File: src/rtl/swc_rtu_rsp_buffer.sv
// First-word-fall-through buffer between the RTU decision path and the switch core response port.
// Optional overflow statistics counter enabled by defining SWC_RTU_RSP_BUFFER_STATS_EN.
module swc_rtu_rsp_buffer #(
   parameter int g_num_ports  = 7,
   parameter int g_prio_width = 3,
   parameter int g_depth      = 4
) (
   input  logic                        clk_i,
   input  logic                        rst_n_i,
   input  logic                        in_valid_i,
   input  logic [g_num_ports-1:0]      in_mask_i,
   input  logic                        in_drop_i,
   input  logic [g_prio_width-1:0]     in_prio_i,
   output logic                        in_full_o,
   output logic                        rsp_valid_o,
   input  logic                        rsp_ack_i,
   output logic [g_num_ports-1:0]      rsp_dst_port_mask_o,
   output logic                        rsp_drop_o,
   output logic [g_prio_width-1:0]     rsp_prio_o,
   output logic [$clog2(g_depth):0]    level_o,
   output logic                        overflow_o
`ifdef SWC_RTU_RSP_BUFFER_STATS_EN
   ,
   output logic [15:0]                 ovf_cnt_o
`endif
);

   localparam int PW = $clog2(g_depth);
   localparam int LW = PW + 1;

   typedef struct packed {
      logic [g_num_ports-1:0]  mask;
      logic                    drop;
      logic [g_prio_width-1:0] prio;
   } entry_t;

   entry_t          mem [g_depth];
   entry_t          in_entry;
   entry_t          head;
   logic [PW-1:0]   wr_ptr_q, rd_ptr_q;
   logic [LW-1:0]   level_q, level_next;
   logic            valid_q, full_q, ovf_q;
   logic            armed_q;
   logic            pop, wr_ok, wr_drop;

   // An all-zero mask forwards to nobody, so it is stored as an explicit drop.
   assign in_entry.mask = in_mask_i;
   assign in_entry.drop = in_drop_i | (in_mask_i == '0);
   assign in_entry.prio = in_prio_i;

   // NOTE: always_comb gives every output a default first so no latch can be inferred.
   always_comb begin
      pop        = 1'b0;
      wr_ok      = 1'b0;
      wr_drop    = 1'b0;
      level_next = level_q;
      if (armed_q) begin
         pop     = rsp_ack_i & valid_q;
         wr_ok   = in_valid_i & (~full_q | pop);
         wr_drop = in_valid_i & full_q & ~pop;
      end
      level_next = level_q + LW'(wr_ok) - LW'(pop);
   end

   // NOTE: sequential state uses non-blocking assignments so all registers update together.
   always_ff @(posedge clk_i or negedge rst_n_i) begin
      if (!rst_n_i) begin
         wr_ptr_q <= '0;
         rd_ptr_q <= '0;
         level_q  <= '0;
         valid_q  <= 1'b0;
         full_q   <= 1'b0;
         ovf_q    <= 1'b0;
         armed_q  <= 1'b0;
      end else begin
         // The first edge after reset release only arms the buffer.
         armed_q <= 1'b1;
         if (wr_ok) wr_ptr_q <= wr_ptr_q + PW'(1);
         if (pop)   rd_ptr_q <= rd_ptr_q + PW'(1);
         level_q <= level_next;
         valid_q <= (level_next != '0);
         full_q  <= (level_next == LW'(g_depth));
         ovf_q   <= wr_drop;
      end
   end

   // NOTE: storage is deliberately not reset; occupancy is tracked by the pointers and level.
   always_ff @(posedge clk_i) begin
      if (wr_ok) mem[wr_ptr_q] <= in_entry;
   end

   assign head                = mem[rd_ptr_q];
   assign rsp_valid_o         = valid_q;
   assign rsp_dst_port_mask_o = valid_q ? head.mask : '0;
   assign rsp_drop_o          = valid_q ? head.drop : 1'b0;
   assign rsp_prio_o          = valid_q ? head.prio : '0;
   assign in_full_o           = full_q;
   assign level_o             = level_q;
   assign overflow_o          = ovf_q;

`ifdef SWC_RTU_RSP_BUFFER_STATS_EN
   logic [15:0] ovf_cnt_q;

   always_ff @(posedge clk_i or negedge rst_n_i) begin
      if (!rst_n_i) begin
         ovf_cnt_q <= '0;
      end else if (wr_drop && ovf_cnt_q != 16'hFFFF) begin
         ovf_cnt_q <= ovf_cnt_q + 16'd1;
      end
   end

   assign ovf_cnt_o = ovf_cnt_q;
`endif

endmodule

File: config.mk
export PLATFORM = sky130hd
export DESIGN_NAME = swc_rtu_rsp_buffer
export DESIGN_NICKNAME = d
export VERILOG_FILES = /design/src/rtl/swc_rtu_rsp_buffer.sv
export SDC_FILE = /design/constraint.sdc
export NUM_CORES = 1
export LEC_CHECK = 0
export ABC_AREA = 1
export CAP_MARGIN = 25
export CORE_AREA = 2 2 66 84
export CTS_CLUSTER_DIAMETER = 60
export DETAILED_ROUTE_END_ITERATION = 10
export DIE_AREA = 0 0 68 86
export DONT_BUFFER_PORTS = 1
export PLACE_DENSITY = 0.75
export SETUP_SLACK_MARGIN = 0.02
export SLEW_MARGIN = 10
export SYNTH_ARGS = -nofsm -noshare
export SYNTH_HDL_FRONTEND = slang
export SYNTH_SLANG_ARGS = --single-unit
File: constraint.sdc
create_clock -name clk_i -period 3.3 [get_ports clk_i]
set_input_delay 0.33 -clock clk_i [delete_from_list [all_inputs] [get_ports clk_i]]
set_output_delay 0.33 -clock clk_i [all_outputs]
set_load 0.02 [all_outputs]
==> impl_metrics.csv, run 1 <==
group,metric,value,unit
die,core_area,0.00501,mm^2
cts,cts_resized,0,
global_route,antenna_found_initial,0,
synth,synth_area,0.00244,mm^2
synth,synth_edf_count,44,
cts,cts_buffers,5,
setup_path,worst_path_largest_cell_delay,510,ps
synth,synth_top_area_share,0.542,
min_path,min_from,"in_mask_i[1]",
route,drt_iter0_markers,83,
finish,fillCellCount,420,
sta,hold_slack,111,ps
placed_design,dpl.cell_count,302,
sta,period_share,0.705,
sta,setup_viol,0,
global_route,grt-ovfl-total,0,
die,die_h,86,um
route,top_layer_used,"met4",
synth,synth.area.top_cells,"edfxtp_1, dfrtp_1, inv_1",
finish,post-route-util,0.526,
placed_design,numPortBuffers,0,
power_and_ir_drop,ir_drop,0.421,mV
setup_path,start_kind,"flip-flop",
synth,syn_avg_cell_area,10.1,um^2
cts,cts_sinks,55,
placed_design,hpwlAfterDp,2870,um
power_and_ir_drop,cellInternalPower,1.26,mW
setup_path,crit_path_top_delay_cell,"dfrtp_1",
status,status,"complete, no violations",
cts,cts_tree,"done",
cts,clk_latency,300,ps
setup_path,critPathRequiredTime,3530,ps
setup_path,rr_worst_depth,10,
finish,drive_gt1_frac,0.0522,
cts,path_clk_slew,100,ps
synth,synth_top_cell_by_area,"edfxtp_1",
die,row_count,29,
route,viasPerCell,4.93,
setup_path,r2r_start,"rsp_valid_o",
die,start_util,0.487,
finish,seq_area,0.00160,mm^2
setup_path,end_kind,"flip-flop",
synth,yosys_register_bits,55,
setup_path,r2r_slack,970,ps
power_and_ir_drop,swShare,0.396,
synth,synth_top_flop_cell,"edfxtp_1",
finish,multi_input_area,578,um^2
route,postRouteAntennaNets,0,
sta,fin_tns_setup,0,ps
global_route,grt_pass1_wl,7130,um
route,wl_met1,1640,um
placed_design,globalplace.congestion,0.749,
finish,stdcell_count,311,
route,drt-total-wl,4310,um
route,vias,1532,
sta,worst_slack,973,ps
power_and_ir_drop,total_power,2.08,mW
min_path,hp-class,"in2reg",
sta,clock_skew,7.00,ps
synth,yosysSeqAreaShare,0.655,
sta,fmax,0.430,GHz
die,dieArea,0.00585,mm^2
route,wl_met3,294,um
die,io_pins,32,
placed_design,pre_cts_ws,987,ps
finish,area_growth,8.22,%
run,max_cap_violations,0,
synth,yosysWarnings,0,
power_and_ir_drop,p_seq_frac,0.455,
synth,async_flop_share,0.200,
cts,clockBufferDepth,2,
min_path,whs_endpoint,"mem[3][5]",
finish,fin_area,0.00264,mm^2
setup_path,arrival,2560,ps
sta,hold_viol_final,0,
min_path,hold-path-cell-count,0,
synth,synthCells,242,
route,wl_per_cell,13.9,um
setup_path,cp_max_fo,7,
cts,post_cts_buffers,0,
power_and_ir_drop,clock_power_share,0.207,
sta,rsz0062_at_grt,"no",
power_and_ir_drop,powerDensity,791,mW/mm^2
placed_design,dpl_cell_area,0.00252,mm^2
finish,num_antenna_cells,0,
sta,worst_pin_slew,573,ps
power_and_ir_drop,p_leak,1.22,nW
setup_path,crit_chain,"nand2_1, nand2_1, nand3_1, ha_1, inv_1, ha_1, fa_1, nor2_1, inv_1, a21oi_1",
setup_path,path_class,"reg2reg",
setup_path,worst-path-buf-inv,2,
setup_path,worstReg2RegEnd,"in_full_o",
sta,report.final.slew_viol_count,0,
route,drt_first_pass_iters,4,
route,wl_met2,2290,um
power_and_ir_drop,switching_power,0.826,mW
synth,synth_nets,264,
global_route,first_global_vias,1552,
setup_path,cp_top_family,"adder cells",
finish,nets,270,
die,die_x,68,um
power_and_ir_drop,combPwrFrac,0.338,
synth,yosysUniqueCellTypes,18,
cts,cts_htree_levels,2,
cts,clockRootBuffer,"clkbuf_8",
sta,min_period,2330,ps
global_route,grt_max_degree,25,
sta,relSlewSlack,0.619,
global_route,grt_usage,0.166,
cts,cts_hold_buf,1,
route,drc,0,
final cells by class:
class                   count  area share
clock buffers               5      0.0261
clock inverters             3      0.0147
inverters                  61      0.0869
multi-input cells         119       0.219
flip-flops and latches     55       0.606
well taps                  62      0.0294
repair buffers              6      0.0180
synth_stat cells (all sizes together), types with 2 or more instances:
cell and instances:
buf 6, nand2 58, nand4 2, nand3 28
nor2 8, edfxtp 44, a21oi 12, inv 61
dfrtp 11, ha 6
registers in the layout (all words and copies together) (netlist names):
signal	count
in_full_o	1
rd_ptr_q	2
armed_q	1
wr_ptr_q	2
mem	44
overflow_o	1
level_o	3
rsp_valid_o	1
layer usage:
metal	vias to the layer above	GRT usage
met3	8	0.0525
met4	0	0.0618
met2	42	0.284
li1	767	-
met5	-	0
met1	715	0.189
power by group through the flow:
stage	combinational [mW]	clock, mW	sequential (mW)
final	0.705	0.432	0.948
after global routing	0.789	0.456	0.959
after CTS	0.717	0.430	0.948
after detailed placement	0.710	0	0.965
after global placement	0.687	0	0.963
after floorplan	0.581	0	0.938
cell usage in the layout, fill, tap and decap left out:
master / instances
a21oi_1: 12
inv_1: 60
fa_1: 1
dlygate4sd3_1: 1
ha_1: 6
nand4_1: 2
inv_2: 1
nand3_1: 28
clkinv_1: 1
conb_1: 1
clkinv_2: 1
dfrtp_1: 11
nor2_1: 8
xor2_1: 1
bufinv_16: 1
buf_4: 5
nor3_1: 1
edfxtp_1: 44
clkbuf_8: 5
nand2_1: 58
o21ai_0: 1
cell families after synthesis:
kind of cell / synth area share
and+or+nand+nor: 0.166
buffers and inverters: 0.107
DFF: 0.655
AOI/OAI and AO/OA: 0.0267
adders and majority gates: 0.0390
xor gates and xnor gates: 0.00360
other: 0.00154
worst register-to-register path, cell delays in order (launching register included):
cell	delay, ps
dfrtp_1	510
nand2_1	90
nand2_1	120
nand3_1	200
ha_1	340
inv_1	40
ha_1	180
fa_1	450
nor2_1	150
inv_1	60
a21oi_1	120
how the worst max path moves through the flow:
stage / startpoint / endpoint / cells past startpoint
2_1_floorplan: rsp_valid_o / in_full_o / 10
3_3_place_gp: rsp_valid_o / in_full_o / 10
3_5_place_dp: rsp_valid_o / in_full_o / 10
4_1_cts: rsp_valid_o / in_full_o / 10
5_1_grt: rsp_valid_o / in_full_o / 10
6_report: rsp_valid_o / in_full_o / 10
Note: power is estimated with default switching activity, not from simulation.
==> inputs of run 2 (changes only) <==
- PLACE_DENSITY: 0.75 -> 0.77
- clock period: 3.3 -> 2 ns (I/O delays scaled with it)
==> run 2 against run 1 <==
  * Flip-flop and latch count is the same
  * Largest cell class unchanged
  * Critical endpoint unchanged
  * Setup slack lost 890 ps
  * Global-route usage grew 2.3 points
  * Utilization grew 6.4 points
  * Routed wire length grew 12%
  * Largest power group unchanged
==> impl_metrics.csv, run 2 (same netlist as run 1, synthesis figures left out) <==
group,metric,value,unit
status,status,"complete, no violations",
setup_path,path_class,"reg2reg",
global_route,first_global_vias,1678,
finish,stdcell_count,342,
placed_design,dpl.cell_count,319,
finish,largest_register_ffs,44,
global_route,grt_pass1_wl,8110,um
placed_design,pre_cts_ws,25.4,ps
finish,final_common_cell,"inv_1",
sta,min_period,1910,ps
die,start_util,0.487,
power_and_ir_drop,ir_drop,0.842,mV
sta,clock_skew,5.53,ps
setup_path,end_kind,"flip-flop",
cts,cts_buffers,5,
setup_path,start_kind,"flip-flop",
power_and_ir_drop,switching_power,1.45,mW
route,viasPerCell,4.93,
cts,cts_sinks,55,
sta,hold_viol_final,0,
die,row_count,29,
cts,clockRootBuffer,"clkbuf_8",
min_path,min_from,"in_valid_i",
power_and_ir_drop,p_seq_frac,0.411,
die,io_pins,32,
die,die_x,68,um
global_route,grt_max_degree,25,
global_route,grt-ovfl-total,0,
run,max_cap_violations,0,
sta,fmax,0.522,GHz
route,drc,0,
power_and_ir_drop,swShare,0.381,
cts,clk_latency,300,ps
finish,nets,301,
finish,final_cell_mix,"inv_1, nand2_1, edfxtp_1, nand3_1, buf_4",
sta,worst_slack,85.1,ps
min_path,hp-class,"in2reg",
finish,area_growth,21.4,%
power_and_ir_drop,clock_power_share,0.182,
finish,fin_area,0.00296,mm^2
sta,rsz0062_at_grt,"yes",
power_and_ir_drop,combPwrFrac,0.407,
sta,report.final.slew_viol_count,0,
setup_path,r2r_start,"rsp_valid_o",
cts,clockBufferDepth,2,
power_and_ir_drop,cellInternalPower,2.35,mW
sta,period_share,0.957,
route,drt_first_pass_iters,4,
placed_design,numPortBuffers,0,
global_route,grt_usage,0.189,
global_route,antenna_found_initial,0,
power_and_ir_drop,p_leak,1.37,nW
setup_path,crit_start,"rsp_valid_o",
setup_path,critPathRequiredTime,2230,ps
power_and_ir_drop,total_power,3.81,mW
cts,cts_tree,"done",
finish,drive_gt1_frac,0.161,
route,vias,1687,
route,drt-total-wl,4840,um
route,drt_iter0_markers,98,
die,core_area,0.00501,mm^2
placed_design,hpwlAfterDp,3170,um
sta,fin_tns_setup,0,ps
die,dieArea,0.00585,mm^2
sta,setup_viol,0,
placed_design,dpl_cell_area,0.00266,mm^2
cts,path_clk_slew,80,ps
finish,num_antenna_cells,0,
die,die_h,86,um
setup_path,cp_max_fo,3,
power_and_ir_drop,powerDensity,1290,mW/mm^2
route,wl_per_cell,14.1,um
setup_path,arrival,2150,ps
placed_design,globalplace.congestion,0.830,
route,postRouteAntennaNets,0,
cts,cts_htree_levels,2,
finish,regMostFlops,"mem",
## run 2: final timing paths
path                               endpoint  slack (ps)  cells past startpoint
worst max-delay path              in_full_o          90                     10
min in group asynchronous       rd_ptr_q[0]         290                      1
max in group asynchronous           armed_q        1350                      1
worst min-delay path             overflow_o          20                      2
worst max register to register    in_full_o          90                     10
worst min register to register  wr_ptr_q[1]         540                      2
## run 2: per-layer routing
| metal | part of all wire | wire, um | GRT usage |
|---|---|---|---|
| met2 | 0.54 | 2600 | 0.315 |
| met3 | 0.049 | 235 | 0.0446 |
| met4 | 0.026 | 125 | 0.0782 |
| met1 | 0.39 | 1870 | 0.231 |
| met5 | 0 | 0 | 0 |
## run 2: repair_timing
item	in CTS	in global routing
gates resized for setup	8	6
setup buffers	2	2
hold buffers	11	0
endpoints found under the hold margin	51	0
pin swaps	5	7
endpoints found under the setup margin	13	5
## run 2: power groups by stage
stage | Sequential [mW] | Clock (mW) | Combinational [mW]
finish | 1.56 | 0.693 | 1.55
global route | 1.59 | 0.753 | 1.71
CTS | 1.56 | 0.710 | 1.51
detailed placement | 1.58 | 0 | 1.45
global placement | 1.57 | 0 | 1.41
floorplan | 1.55 | 0 | 0.961
## run 2: final cells by class
class / count / area [um^2]
clock buffer: 5 / 68.8
clock inverter: 3 / 38.8
fill: 398 / 2050
inverter: 61 / 234
multi-input combinational: 119 / 632
sequential: 55 / 1600
tap: 62 / 77.6
timing repair buffer: 37 / 305
## run 2: through the flow
step	utilization	hold slack [ps]
after floorplan	-	-95.6
after global routing	0.590	28.1
after detailed placement	0.530	-95.4
after CTS	0.584	22.9
final	0.590	20.5
after global placement	0.530	-95.3
## run 2: worst max-delay path, cell delays in order (launching register included)
cell and delay (ps):
dfrtp_2 390, nand2_2 70, nand2_4 80, nand3_4 90
ha_4 290, inv_4 30, ha_4 140, fa_1 470
nor2_2 120, inv_1 60, a21oi_2 100
==> inputs of run 3 (changes only) <==
- CORE_AREA: 2 2 66 84 -> 2 2 63 80
- DIE_AREA: 0 0 68 86 -> 0 0 65 82
- PLACE_DENSITY: 0.77 -> 0.83
- SKIP_CTS_REPAIR_TIMING: default -> 1
- SLEW_MARGIN: 10 -> 20
==> run 3 against run 2 <==
  * The run now ends with setup timing left
  * Largest power group is now combinational logic
  * Critical endpoint unchanged
  * Clock skew grew 1.7 ps
  * Setup slack lost 120 ps
  * Via count shrank 0.30%
  * Sequential power is essentially flat
==> impl_metrics.csv, run 3 (same netlist as run 1, synthesis figures left out) <==
group,metric,value,unit
status,status,"complete, but fails checks",
status,violations,"setup timing",
power_and_ir_drop,clock_power_share,0.163,
route,drc,0,
power_and_ir_drop,combPwrFrac,0.426,
finish,regMostFlops,"mem",
cts,clk_latency,310,ps
route,drt-total-wl,4990,um
setup_path,end_kind,"flip-flop",
die,dieArea,0.00533,mm^2
global_route,grt-ovfl-total,0,
sta,setup_viol,1,
die,start_util,0.531,
cts,cts_tree,"done",
placed_design,hpwlAfterDp,3250,um
finish,fillCellCount,377,
power_and_ir_drop,powerDensity,1280,mW/mm^2
finish,nets,299,
placed_design,globalplace.congestion,0.737,
die,die_x,65,um
finish,seq_area,0.00160,mm^2
power_and_ir_drop,ir_drop,0.773,mV
route,drt_iter0_markers,108,
cts,path_clk_slew,100,ps
setup_path,worst_path_largest_cell_delay,490,ps
sta,hold_viol_final,0,
global_route,grt_pass1_wl,7720,um
sta,hold_slack,13.1,ps
power_and_ir_drop,p_leak,1.36,nW
placed_design,dpl_cell_area,0.00265,mm^2
placed_design,numPortBuffers,0,
sta,report.final.slew_viol_count,0,
setup_path,crit_path_top_delay_cell,"fa_1",
setup_path,crit_chain,"nand2_2, nand2_4, nand3_4, ha_4, inv_2, ha_4, fa_1, nor2_2, inv_1, a21oi_2",
die,core_area,0.00459,mm^2
cts,clockBufferDepth,2,
sta,clock_skew,7.27,ps
setup_path,start_kind,"flip-flop",
sta,period_share,1.02,
setup_path,path_class,"reg2reg",
sta,rsz0062_at_grt,"yes",
finish,final_common_cell,"inv_1",
cts,clockRootBuffer,"clkbuf_8",
setup_path,critPathRequiredTime,2230,ps
cts,cts_sinks,55,
finish,num_antenna_cells,0,
global_route,antenna_found_initial,0,
placed_design,pre_cts_ws,-43.2,ps
global_route,first_global_vias,1664,
die,row_count,28,
sta,worst_pin_slew,511,ps
setup_path,path_common_cell,"ha_4",
sta,worst_slack,-31.2,ps
run,max_cap_violations,0,
route,viasPerCell,4.98,
power_and_ir_drop,switching_power,1.50,mW
setup_path,cp_max_fo,4,
finish,largest_register_ffs,44,
cts,cts_buffers,5,
power_and_ir_drop,swShare,0.403,
global_route,grt_max_degree,25,
route,postRouteAntennaNets,0,
finish,drive_gt1_frac,0.158,
finish,final_cell_mix,"inv_1, nand2_1, edfxtp_1, nand3_1, buf_4",
die,die_h,82,um
sta,fin_tns_setup,-31.2,ps
route,drt_first_pass_iters,4,
finish,area_growth,19.8,%
route,wl_per_cell,14.8,um
power_and_ir_drop,cellInternalPower,2.23,mW
sta,fmax,0.492,GHz
cts,cts_htree_levels,2,
min_path,hp-class,"in2reg",
power_and_ir_drop,p_seq_frac,0.411,
finish,fin_area,0.00292,mm^2
setup_path,arrival,2260,ps
sta,min_period,2030,ps
sta,relSlewSlack,0.659,
finish,post-route-util,0.636,
die,io_pins,32,
finish,multi_input_area,637,um^2
route,vias,1682,
global_route,grt_usage,0.197,
-- run 3: area by class of cell --
class / count / area share
Sequential cell: 55 / 0.548
Multi-Input combinational cell: 119 / 0.218
Timing Repair Buffer: 35 / 0.0995
Inverter: 61 / 0.0785
Tap cell: 60 / 0.0257
Clock buffer: 5 / 0.0236
Clock inverter: 3 / 0.00643
-- run 3: power groups by stage --
stage	combinational, mW	sequential, mW	clock, mW
6_report	1.59	1.53	0.609
5_1_grt	1.73	1.55	0.660
4_1_cts	1.51	1.53	0.615
3_5_place_dp	1.50	1.55	0
3_3_place_gp	1.44	1.54	0
2_1_floorplan	0.961	1.55	0
-- run 3: metal layers --
| metal | vias to the layer above | wire length [um] | GRT usage |
|---|---|---|---|
| met3 | 7 | 155 | 0.0466 |
| li1 | 825 | - | - |
| met2 | 37 | 2710 | 0.356 |
| met4 | 0 | 78 | 0.0894 |
| met5 | - | 0 | 0 |
| met1 | 813 | 2050 | 0.221 |
-- run 3: through the flow --
| step | total power, mW | instances |
|---|---|---|
| final | 3.74 | 338 |
| after global routing | 3.95 | 338 |
| after CTS | 3.65 | 325 |
| after detailed placement | 3.05 | 317 |
| after global placement | 2.98 | 317 |
| after floorplan | 2.51 | 242 |
-- run 3: critical path: cells and delay by family, from the launching register on --
| kind | cells | cell delay [ps] |
|---|---|---|
| AOI/OAI and AO/OA | 1 | 120 |
| adders and majority gates | 3 | 920 |
| buffers and inverters | 2 | 110 |
| DFF | 1 | 420 |
| and+or+nand+nor | 4 | 400 |
-- run 3: final timing paths --
path                                   from          end  slack, ps  cells after the start
max in group asynchronous           rst_n_i      armed_q       1340                      1
worst min register to register  wr_ptr_q[0]  wr_ptr_q[0]        550                      2
worst min-delay path             in_valid_i   overflow_o         10                      2
worst max register to register  rsp_valid_o    in_full_o        -30                     10
min in group asynchronous           rst_n_i  rsp_valid_o        290                      1
worst max-delay path            rsp_valid_o    in_full_o        -30                     10
